==> src/rtl/uart_rfifo_ext_pkg.sv <==
// Shared constants for the UART receive FIFO: flag bit positions and default sizing.
package uart_rfifo_ext_pkg;

  localparam int FLAG_BRK   = 2;
  localparam int FLAG_FE    = 1;
  localparam int FLAG_PE    = 0;

  localparam int DEF_DEPTH  = 16;
  localparam int DEF_DATA_W = 8;
  localparam int DEF_FLAG_W = 3;

  // True when a character carries any receive error.
  function automatic logic flag_err(input logic [DEF_FLAG_W-1:0] flags);
    return flags[FLAG_BRK] | flags[FLAG_FE] | flags[FLAG_PE];
  endfunction

endpackage

==> src/rtl/uart_fifo_ram.sv <==
// Character storage for the receive FIFO: synchronous write, asynchronous show-ahead read.
module uart_fifo_ram
  import uart_rfifo_ext_pkg::*;
#(
  parameter int WIDTH  = DEF_DATA_W + DEF_FLAG_W,
  parameter int DEPTH  = DEF_DEPTH,
  parameter int ADDR_W = $clog2(DEPTH)
) (
  input  logic              clk,
  input  logic              wr_en,
  input  logic [ADDR_W-1:0] wr_addr,
  input  logic [WIDTH-1:0]  wr_data,
  input  logic [ADDR_W-1:0] rd_addr,
  output logic [WIDTH-1:0]  rd_data
);

  logic [WIDTH-1:0] mem [DEPTH];

  always_ff @(posedge clk) begin
    if (wr_en) mem[wr_addr] <= wr_data;
  end

  assign rd_data = mem[rd_addr];

endmodule

==> src/rtl/uart_rfifo_ext.sv <==
// UART receive FIFO with per-character error flags, error-anywhere tracking,
// trigger level, flush and sticky overrun.
module uart_rfifo_ext
  import uart_rfifo_ext_pkg::*;
#(
  parameter int DATA_W = DEF_DATA_W,
  parameter int FLAG_W = DEF_FLAG_W,
  parameter int DEPTH  = DEF_DEPTH,
  parameter int PTR_W  = $clog2(DEPTH),
  parameter int CNT_W  = PTR_W + 1
) (
  input  logic                     clk,
  input  logic                     rst_n,
  input  logic                     push,
  input  logic                     pop,
  input  logic [DATA_W+FLAG_W-1:0] data_in,
  input  logic                     flush,
  input  logic                     clr_overrun,
  input  logic [CNT_W-1:0]         trig_level,
  output logic [DATA_W+FLAG_W-1:0] data_out,
  output logic [CNT_W-1:0]         count,
  output logic                     empty,
  output logic                     full,
  output logic                     trig_hit,
  output logic                     error_in_fifo,
  output logic                     overrun
);

  logic [PTR_W-1:0] top_ptr;
  logic [PTR_W-1:0] bot_ptr;
  logic [CNT_W-1:0] cnt;
  logic [CNT_W-1:0] err_cnt;
  logic             ovr_r;

  logic is_empty;
  logic is_full;
  logic wr_en;
  logic rd_en;
  logic ovr_set;
  logic in_err;
  logic head_err;

  assign is_empty = (cnt == '0);
  assign is_full  = (cnt == CNT_W'(DEPTH));

  // A push into a full FIFO is still accepted when a pop frees the head slot.
  assign wr_en   = !flush && push && (!is_full || pop);
  assign rd_en   = !flush && pop && !is_empty;
  assign ovr_set = !flush && push && !pop && is_full;

  assign in_err   = flag_err(data_in[FLAG_W-1:0]);
  assign head_err = flag_err(data_out[FLAG_W-1:0]);

  uart_fifo_ram #(
    .WIDTH  (DATA_W + FLAG_W),
    .DEPTH  (DEPTH),
    .ADDR_W (PTR_W)
  ) u_ram (
    .clk     (clk),
    .wr_en   (wr_en),
    .wr_addr (top_ptr),
    .wr_data (data_in),
    .rd_addr (bot_ptr),
    .rd_data (data_out)
  );

  always_ff @(posedge clk or negedge rst_n) begin
    if (!rst_n) begin
      top_ptr <= '0;
      bot_ptr <= '0;
      cnt     <= '0;
      err_cnt <= '0;
    end else if (flush) begin
      top_ptr <= '0;
      bot_ptr <= '0;
      cnt     <= '0;
      err_cnt <= '0;
    end else begin
      if (wr_en) top_ptr <= top_ptr + PTR_W'(1);
      if (rd_en) bot_ptr <= bot_ptr + PTR_W'(1);
      cnt     <= cnt + CNT_W'(wr_en) - CNT_W'(rd_en);
      err_cnt <= err_cnt + CNT_W'(wr_en && in_err) - CNT_W'(rd_en && head_err);
    end
  end

  // Overrun survives flush; a new drop wins over a simultaneous clear.
  always_ff @(posedge clk or negedge rst_n) begin
    if (!rst_n)           ovr_r <= 1'b0;
    else if (ovr_set)     ovr_r <= 1'b1;
    else if (clr_overrun) ovr_r <= 1'b0;
  end

  assign count         = cnt;
  assign empty         = is_empty;
  assign full          = is_full;
  assign trig_hit      = (trig_level != '0) && (cnt >= trig_level);
  assign error_in_fifo = (err_cnt != '0);
  assign overrun       = ovr_r;

endmodule

==> config.mk <==
export PLATFORM = sky130hd
export DESIGN_NAME = uart_rfifo_ext
export DESIGN_NICKNAME = d
export VERILOG_FILES = /design/src/rtl/uart_rfifo_ext_pkg.sv /design/src/rtl/uart_fifo_ram.sv /design/src/rtl/uart_rfifo_ext.sv
export SDC_FILE = /design/constraint.sdc
export NUM_CORES = 1
export LEC_CHECK = 0
export CAP_MARGIN = 20
export CELL_PAD_IN_SITES_DETAIL_PLACEMENT = 0
export CELL_PAD_IN_SITES_GLOBAL_PLACEMENT = 2
export CORE_ASPECT_RATIO = 0.6
export CORE_MARGIN = 5
export CORE_UTILIZATION = 45
export CTS_BUF_LIST = sky130_fd_sc_hd__clkbuf_8
export CTS_CLUSTER_DIAMETER = 80
export DETAILED_ROUTE_END_ITERATION = 12
export MAX_ROUTING_LAYER = met4
export PLACE_DENSITY_LB_ADDON = 0.25
export SETUP_SLACK_MARGIN = 0.02
export SLEW_MARGIN = 20
export SYNTH_ARGS = -nofsm -noshare
export SYNTH_HDL_FRONTEND = slang
export SYNTH_SLANG_ARGS = --single-unit
==> constraint.sdc <==
create_clock -name clk -period 7.9 [get_ports clk]
set_input_delay 2.37 -clock clk [delete_from_list [all_inputs] [get_ports clk]]
set_output_delay 2.37 -clock clk [all_outputs]
set_load 0.05 [all_outputs]
==> results of run 1 <==
## registers in the layout, indices dropped and copies added (netlist names)
register / count
top_ptr: 4
u_ram.mem: 176
count: 5
bot_ptr: 4
overrun: 1
err_cnt: 5
## stage by stage
stage | instance area, sq um | setup WS (ns) | power, mW | hold WS, ns
after global placement | 8737 | 0.9094 | 2.022 | 0.5172
after global routing | 9133 | 0.7663 | 2.752 | 0.5662
after CTS | 9133 | 0.8728 | 2.647 | 0.5476
after detailed placement | 8737 | 0.8766 | 2.023 | 0.5290
final | 9133 | 0.8854 | 2.626 | 0.5390
after floorplan | 8102 | 1.714 | 1.817 | 0.5608
## layout by cell type, fill, tap and decap left out, types with 3 or more instances in the layout
master	n
a21o_1	5
a21oi_1	12
and2_1	16
buf_4	3
clkbuf_8	17
clkdlybuf4s50_1	42
clkinv_8	4
dfrtp_1	17
edfxtp_1	176
ha_1	22
inv_1	24
inv_6	7
mux2i_1	3
mux4_1	8
mux4_2	45
nand2_1	4
nor2_1	18
nor2b_1	6
nor4b_1	3
o21ai_0	3
or3_1	3
xnor2_1	6
xor2_1	5
## worst reg2reg max path, stage by stage (launching register included)
cell      delay [ns]
dfrtp_2         0.97
buf_4           0.39
mux4_1          0.58
nor2b_1         0.16
a211oi_2        0.23
a21oi_1         0.10
o31a_1          0.35
ha_1            0.27
inv_1           0.04
ha_1            0.18
inv_1           0.07
fa_1            0.19
inv_1           0.04
a21oi_1         0.18
nor2_1          0.07
or3_1           0.34
a21oi_1         0.14
## power by group through the flow
stage | clock (mW) | combinational [mW] | sequential (mW)
3_5_place_dp | 0 | 0.761 | 1.26
2_1_floorplan | 0 | 0.582 | 1.24
3_3_place_gp | 0 | 0.759 | 1.26
4_1_cts | 0.643 | 0.766 | 1.24
6_report | 0.633 | 0.758 | 1.23
5_1_grt | 0.689 | 0.817 | 1.25
## cell families after synthesis
family	synth area share
DFF	0.7110
and+or+nand+nor	0.03938
muxes	0.1547
buffers and inverters	0.02425
AOI/OAI and AO/OA	0.01977
adders and majority gates	0.03892
xor gates and xnor gates	0.01189
## metal layers
| layer | up-vias | global-route usage | wire length [um] |
|---|---|---|---|
| li1 | 1737 | - | - |
| met1 | 2013 | 0.2510 | 8144 |
| met2 | 94 | 0.2450 | 7348 |
| met3 | 14 | 0.03537 | 837 |
| met4 | 0 | 0.03274 | 136 |
| met5 | - | - | 0 |
## worst max path at each step
stage / startpoint / endpoint / slack [ns]
floorplan: trig_level[0] / trig_hit / 1.71
global placement: trig_level[0] / trig_hit / 0.91
detailed placement: trig_level[0] / trig_hit / 0.88
CTS: trig_level[0] / trig_hit / 0.87
global route: trig_level[0] / trig_hit / 0.77
finish: trig_level[0] / trig_hit / 0.89
## area by class of cell
cell class | instances | share of cell area
clock buffers | 17 | 0.02562
clock inverters | 15 | 0.01767
inverters | 23 | 0.009453
multi-input cells | 176 | 0.2348
flip-flops and latches | 195 | 0.6310
well taps | 240 | 0.03288
repair buffers | 45 | 0.04850
==> flow_metrics.tcl, run 1 <==
set metrics [dict create \
    async_flop_share 0.09744 \
    hold_violations 0 \
    seq_area_sq_um 5763 \
    synthTopCellsByArea "edfxtp_1, mux4_2, dfrtp_1" \
    grt_first_pass_wirelength_mm 24.82 \
    diodes 0 \
    postLayoutCoreUtil 0.5108 \
    die_h_um 113.9 \
    dpl.cell_count 679 \
    fp.coreArea_sq_um 17880 \
    grt_remaining_overflow 0 \
    timing.final.crit_period_ns 7.015 \
    power_frac_seq 0.470 \
    die_x_um 183.2 \
    post-cts-setup-buffers 0 \
    min_delay_worst_endpoint "overrun" \
    peakVddDrop_v 0.0001567 \
    switchingPower_mw 0.8726 \
    yosys.area.top_type_share 0.6524 \
    synth_edf_count 176 \
    syn-num-nets 456 \
    hold_start "overrun" \
    cts.path.max_buffers 2 \
    p_per_area_nw_per_um2 287.5 \
    path_common_cell "a21o_1" \
    synth_area_per_cell_sq_um 19.76 \
    cts_made_buffers 17 \
    crit_type "in2out" \
    netlist_area_sq_um 8102 \
    synth_largest_area_cell "edfxtp_1" \
    crit_buf_inv 2 \
    synthTopCellsByCount "edfxtp_1, mux4_2, inv_1" \
    period_share 0.8879 \
    rsz0062_at_grt "false" \
    slew_headroom 0.2814 \
    antenna_found_initial 0 \
    r2r_end "err_cnt[4]" \
    swShare 0.3323 \
    p_comb_frac 0.289 \
    initial_core_util 0.4532 \
    wl_mm 16.47 \
    cts_resized 0 \
    cts_tree "yes" \
    cp-start-kind "input port" \
    setup_violations 0 \
    path_cells "clkdlybuf4s50_1 -> ha_1 -> nand2b_1 -> a21o_1 -> a21o_1 -> a21o_1 -> a21oi_1 -> a21oi_1 -> clkdlybuf4s50_1" \
    crit_family "buffers and inverters" \
    drt-initial-drc-count 263 \
    drv_cap 0 \
    dpl.hpwl_mm 10.23 \
    worstMarginPinSlew_ns 1.078 \
    r2r_slack_ns 3.53 \
    ant_nets 0 \
    grt_pass1_vias 3929 \
    ios 43 \
    worst-endpoint-required_ns 5.53 \
    worstPathMaxFanout 2 \
    r2r_cells 16 \
    synth_seq_cells 195 \
    postSynthCellCount 410 \
    fin_setup_tns_ns 0 \
    io_buffers 42 \
    grtUsageTotal 0.1686 \
    core.rowCount 38 \
    drive_gt1_frac 0.1741 \
    clock_latency_ns 0.47 \
    wire_per_inst_um 23.16 \
    dieArea_sq_um 20880 \
    synth_most_common_cell "edfxtp_1" \
    cp_slowest_stage_delay_ns 0.70 \
    fin_skew_ns 0.01969 \
    vias_per_cell 5.426 \
    finalWeightedCongestion 0.7042 \
    cts-root-buf "clkbuf_8" \
    cts_hold_buf 0 \
    drv_slew 0 \
    synth_cell_types 36 \
    path_depth 9 \
    power_leakage_nw 3.019 \
    dr.pass1.iters 4 \
    cts_sinks 195 \
    ys.warnings.count 0 \
    holdPathStages 2 \
    h-tree-depth 4 \
    clock.fmax_mhz 142.6 \
    r2r_start "bot_ptr[0]" \
    multi_input_area_sq_um 2145 \
    instances_no_fill 711 \
    path_clk_slew_ns 0.10 \
    layout-area-overhead-vs-synth_pct 12.73 \
    status "completed" \
    synth_seq_area_share 0.7110 \
    synth_ff_type "edfxtp_1" \
    hp-class "reg2reg" \
    setup.worst_path.end_class "output pin" \
    fillers 1462 \
    final_nets 504 \
    drc 0 \
    cp.arrival_ns 4.64 \
    slowest_stage "clkdlybuf4s50_1" \
    p_clk_frac 0.241 \
    vias 3858 \
    grt_max_degree 30 \
    internal_power_mw 1.753 \
]
No activity file was read; power rests on OpenSTA's default activity.
==> run 2: changes to the inputs <==
CORE_UTILIZATION = 30   (was 45)
SLEW_MARGIN = unset   (was 20)
==> run 2 against run 1 <==
Highest routed layer unchanged. Clock-buffer cell count unchanged. Register-to-register slack improved by 0.25 ns. Critical path depth unchanged.
==> flow_metrics.tcl, run 2 (same netlist as run 1, synthesis figures left out) <==
set metrics [dict create \
    status "completed" \
    regMostFlops "u_ram.mem" \
    drv_slew 0 \
    ios 43 \
    cts_tree "yes" \
    fin_setup_tns_ns 0 \
    path_clk_slew_ns 0.10 \
    grt_remaining_overflow 0 \
    grt_pass1_vias 3995 \
    slowest_stage "clkdlybuf4s50_1" \
    cts_sinks 195 \
    h-tree-depth 4 \
    rsz0062_at_grt "false" \
    die_x_um 222.2 \
    power_leakage_nw 2.994 \
    finalWeightedCongestion 0.7291 \
    slew_headroom 0.3126 \
    cts_hold_buf 0 \
    peakVddDrop_v 0.0001094 \
    dieArea_sq_um 30500 \
    path_depth 9 \
    cp_slowest_stage_delay_ns 0.72 \
    drc 0 \
    initial_core_util 0.3053 \
    dpl.hpwl_mm 11.04 \
    crit_buf_inv 2 \
    period_share 0.8905 \
    crit_family "buffers and inverters" \
    clock_latency_ns 0.49 \
    final_nets 505 \
    die_h_um 137.3 \
    cp-start-kind "input port" \
    hp-class "reg2reg" \
    fillers 2464 \
    drv_cap 0 \
    fin_skew_ns 0.01224 \
    path_cells "clkdlybuf4s50_1 -> ha_1 -> nand2b_1 -> a21o_1 -> a21o_1 -> a21o_1 -> a21oi_1 -> a21oi_1 -> clkdlybuf4s50_1" \
    dr.pass1.iters 4 \
    r2r_cells 15 \
    p_per_area_nw_per_um2 282.0 \
    clock.fmax_mhz 142.2 \
    cts_made_buffers 17 \
    r2r_slack_ns 3.78 \
    vias 3875 \
    timing.final.crit_period_ns 7.035 \
    wire_per_inst_um 21.60 \
    antenna_found_initial 0 \
    grtUsageTotal 0.1261 \
    ant_nets 0 \
    vias_per_cell 4.657 \
    mostFrequentLayoutCells "edfxtp_1, mux4_2, clkdlybuf4s50_1" \
    seq_area_sq_um 5763 \
    layout-area-overhead-vs-synth_pct 14.21 \
    crit_type "in2out" \
    largest_register_ffs 176 \
    cp.arrival_ns 4.66 \
    diodes 0 \
    multi_input_area_sq_um 2145 \
    cts.path.max_buffers 2 \
    worstPathMaxFanout 2 \
    worst-endpoint-required_ns 5.53 \
    core.rowCount 46 \
    io_buffers 42 \
    cts-root-buf "clkbuf_8" \
    grt_max_degree 25 \
    setup_violations 0 \
    setup.worst_path.end_class "output pin" \
    path_common_cell "a21o_1" \
    drive_gt1_frac 0.1631 \
    worstMarginPinSlew_ns 1.031 \
    holdPathStages 2 \
    grt_first_pass_wirelength_mm 26.77 \
    layout_commonest_cell "edfxtp_1" \
    drt-initial-drc-count 329 \
    cts_resized 0 \
    hold_violations 0 \
    worst_hold_slack_ns 0.5413 \
    postLayoutCoreUtil 0.3487 \
    post-cts-setup-buffers 0 \
    fp.coreArea_sq_um 26530 \
    wl_mm 17.97 \
]
==> run 2: power by group <==
part	internal [mW]	total, mW	switching [mW]
clock	0.270	0.613	0.342
sequential	1.16	1.22	0.0618
combinational	0.353	0.775	0.422
total	1.78	2.61	0.827
==> run 2: worst min-delay path, stage by stage, from the launching register on <==
cell and delay, ns:
dfrtp_1 0.39, inv_1 0.05, o22ai_1 0.07
==> run 2: per-layer routing <==
layer  wire length, um  part of all wire  global-route usage  vias up
li1                  -                 -                   -     1727
met1              8992              0.50              0.1867     2060
met2              7849              0.44              0.1723       74
met3               940             0.052             0.03365       14
met4               187             0.010             0.03147        0
met5                 0                 0                   -        -
==> run 2: metrics by stage <==
step                power (mW)  worst slack, ns  cells  cell area [sq um]
floorplan                1.817            1.714    410               8102
global placement         2.024           0.9025    800               8895
detailed placement       2.035           0.8539    800               8895
CTS                      2.645           0.8538    832               9253
global route             2.749           0.7415    832               9253
finish                   2.610           0.8654    832               9253
==> run 2: area by class of cell <==
type	instances	share of cell area
clock buffer	17	0.02529
sequential	195	0.6229
inverter	23	0.009331
clock inverter	15	0.01339
multi-input combinational	176	0.2318
timing repair buffer	46	0.04868
tap	360	0.04868
==> run 2: path summary, 6_finish.rpt <==
kind	startpoint	endpoint
max	trig_level[0]	trig_hit
min	overrun	overrun
max reg2reg	bot_ptr[0]	err_cnt[4]
min reg2reg	overrun	overrun
max in group asynchronous	rst_n	bot_ptr[0]
min in group asynchronous	rst_n	count[3]
==> run 3: changes to the inputs <==
CTS_CLUSTER_SIZE = 30   (was unset)
SKIP_CTS_REPAIR_TIMING = 1   (was unset)
==> results of run 3 <==
No change in the layout: final DEF, timing and power equal those of run 2.
==> patch: new RTL, config.mk and constraints of run 2 <==
Change the package constant `DEF_DEPTH` from 16 to 32.
--- a/src/rtl/uart_rfifo_ext_pkg.sv
+++ b/src/rtl/uart_rfifo_ext_pkg.sv
@@ -5,7 +5,7 @@
   localparam int FLAG_FE    = 1;
   localparam int FLAG_PE    = 0;
 
-  localparam int DEF_DEPTH  = 16;
+  localparam int DEF_DEPTH  = 32;
   localparam int DEF_DATA_W = 8;
   localparam int DEF_FLAG_W = 3;
 
Ports: changed (resized count and trig_level); port bits go from 43 to 45. No check against the original RTL was run, so the function may have changed too.
==> patch against run 2 <==
  * Wire length grew 110%
  * Power grew 92%
  * Fmax grew 0.86%
  * Worst setup slack gained 60 ps
  * Synthesized area grew 88%
  * Count of clock-buffer cells in the layout grew 42
  * Via count grew 93%
  * Synthesized cell count grew 87%
  * Cell count grew 92%
  * Sequential power grew 90%
  * Cell area grew 93%
  * Sequential share of layout area grew 0.16 points
  * Sequential cell count grew 180
  * Combinational power grew 47%
  * Critical path type unchanged
==> patch: results (changes against run 2) <==
* Status: complete, no violations
* HPWL Detailed at 23100 um (+110%)
* Sequential power share at 0.461 (-0.007)
* Largest net degree at the start of global routing at 65 (+160%)
* Fin Hold WS at 543 ps (+2.00 ps)
* Max reg flops at 352 (+100%)
* Placed Instance Area at 16600 um^2 (+87%)
* Fin area at 17900 um^2 (+93%)
* First-pass GRT wire length at 55600 um (+110%)
* Leak pwr at 0.00565 uW (+89%)
* Synth cell types at 46 (+28%)
* Number of flops mapped to enable cells by yosys at 352 (+100%)
* WP data arrival at 4600 ps (-60 ps)
* Detailed Route WL at 38100 um (+110%)
* Worst-Skew Late Latency at 610 ps (+120 ps)
* Synth area leaders: edfxtp_1 (70%), mux4_2 (14%), dfrtp_1 (3.8%), ha_1 (2.3%), nor2_1 (1.5%)
* R2R Setup Slk at 3170 ps (-610 ps)
* Port bufs at 44 (+4.8%)
* H-tree depth at 2 (-2)
* TritonCTS buffer count at 58 (+41)
* Normalized max-slew margin at 0.264 (-0.0488)
* DR vias at 7473 (+93%)
* Clk buf depth at 3 (+1)
* Combinational power share at 0.226 (-0.071)
* Clock transition at the registers of the reported paths at 60 ps (-40 ps)
* Ys async rst share at 0.0613 (-0.0361)
* Sequential-to-total area share from yosys stat at 0.733 (+0.0221)
* Worst r2r src: bot_ptr[1]$_DFFE_PN0P_
-- patch: cell count changes after synthesis, moves of 6 or more --
cell      delta
edfxtp_1   +176
mux4_2      +52
nor2_1      +43
and2_1      -15
mux2i_1     +15
nand2_1     +12
clkbuf_1     +9
mux2_2       +9
buf_2        +8
mux4_1       -8
ha_1         +6
inv_1        +6
nand3_1      +6
-- patch: cells by family (layout without fill, tap and decap cells) --
kind of cell | after synthesis | in the layout | share of synthesized area
flops | 375 | 375 | 0.733
mux | 124 | 124 | 0.162
simple gates | 119 | 119 | 0.0369
buf+inv | 66 | 214 | 0.0188
compound gates | 37 | 37 | 0.0152
fa+ha+maj | 30 | 30 | 0.0257
xor+xnor | 14 | 14 | 0.00807
-- patch: layout make-up --
type                       instances  area share
tap                              682      0.0478
timing repair buffer              77      0.0469
multi-input combinational        324       0.214
inverter                          29     0.00609
sequential                       375       0.624
clock inverter                    49      0.0158
clock buffer                      59      0.0455
-- patch: per-layer routing --
layer / track usage / up-vias / share of wire
li1: - / 3282 / -
met1: 0.220 / 3961 / 0.52
met2: 0.193 / 187 / 0.42
met3: 0.0306 / 43 / 0.051
met4: 0.0244 / 0 / 0.012
met5: - / - / 0
-- patch: tightest hold or removal path, stage by stage (launching register included) --
cell	delay, ps
dfrtp_1	380
inv_1	50
o22ai_1	70
-- patch: stage by stage --
stage,instances,total power (uW),worst slack [ps]
2_1_floorplan,765,3140,1750
3_3_place_gp,1479,3510,923
3_5_place_dp,1480,3500,930
4_1_cts,1588,5080,924
5_1_grt,1595,5270,836
6_report,1595,5020,925
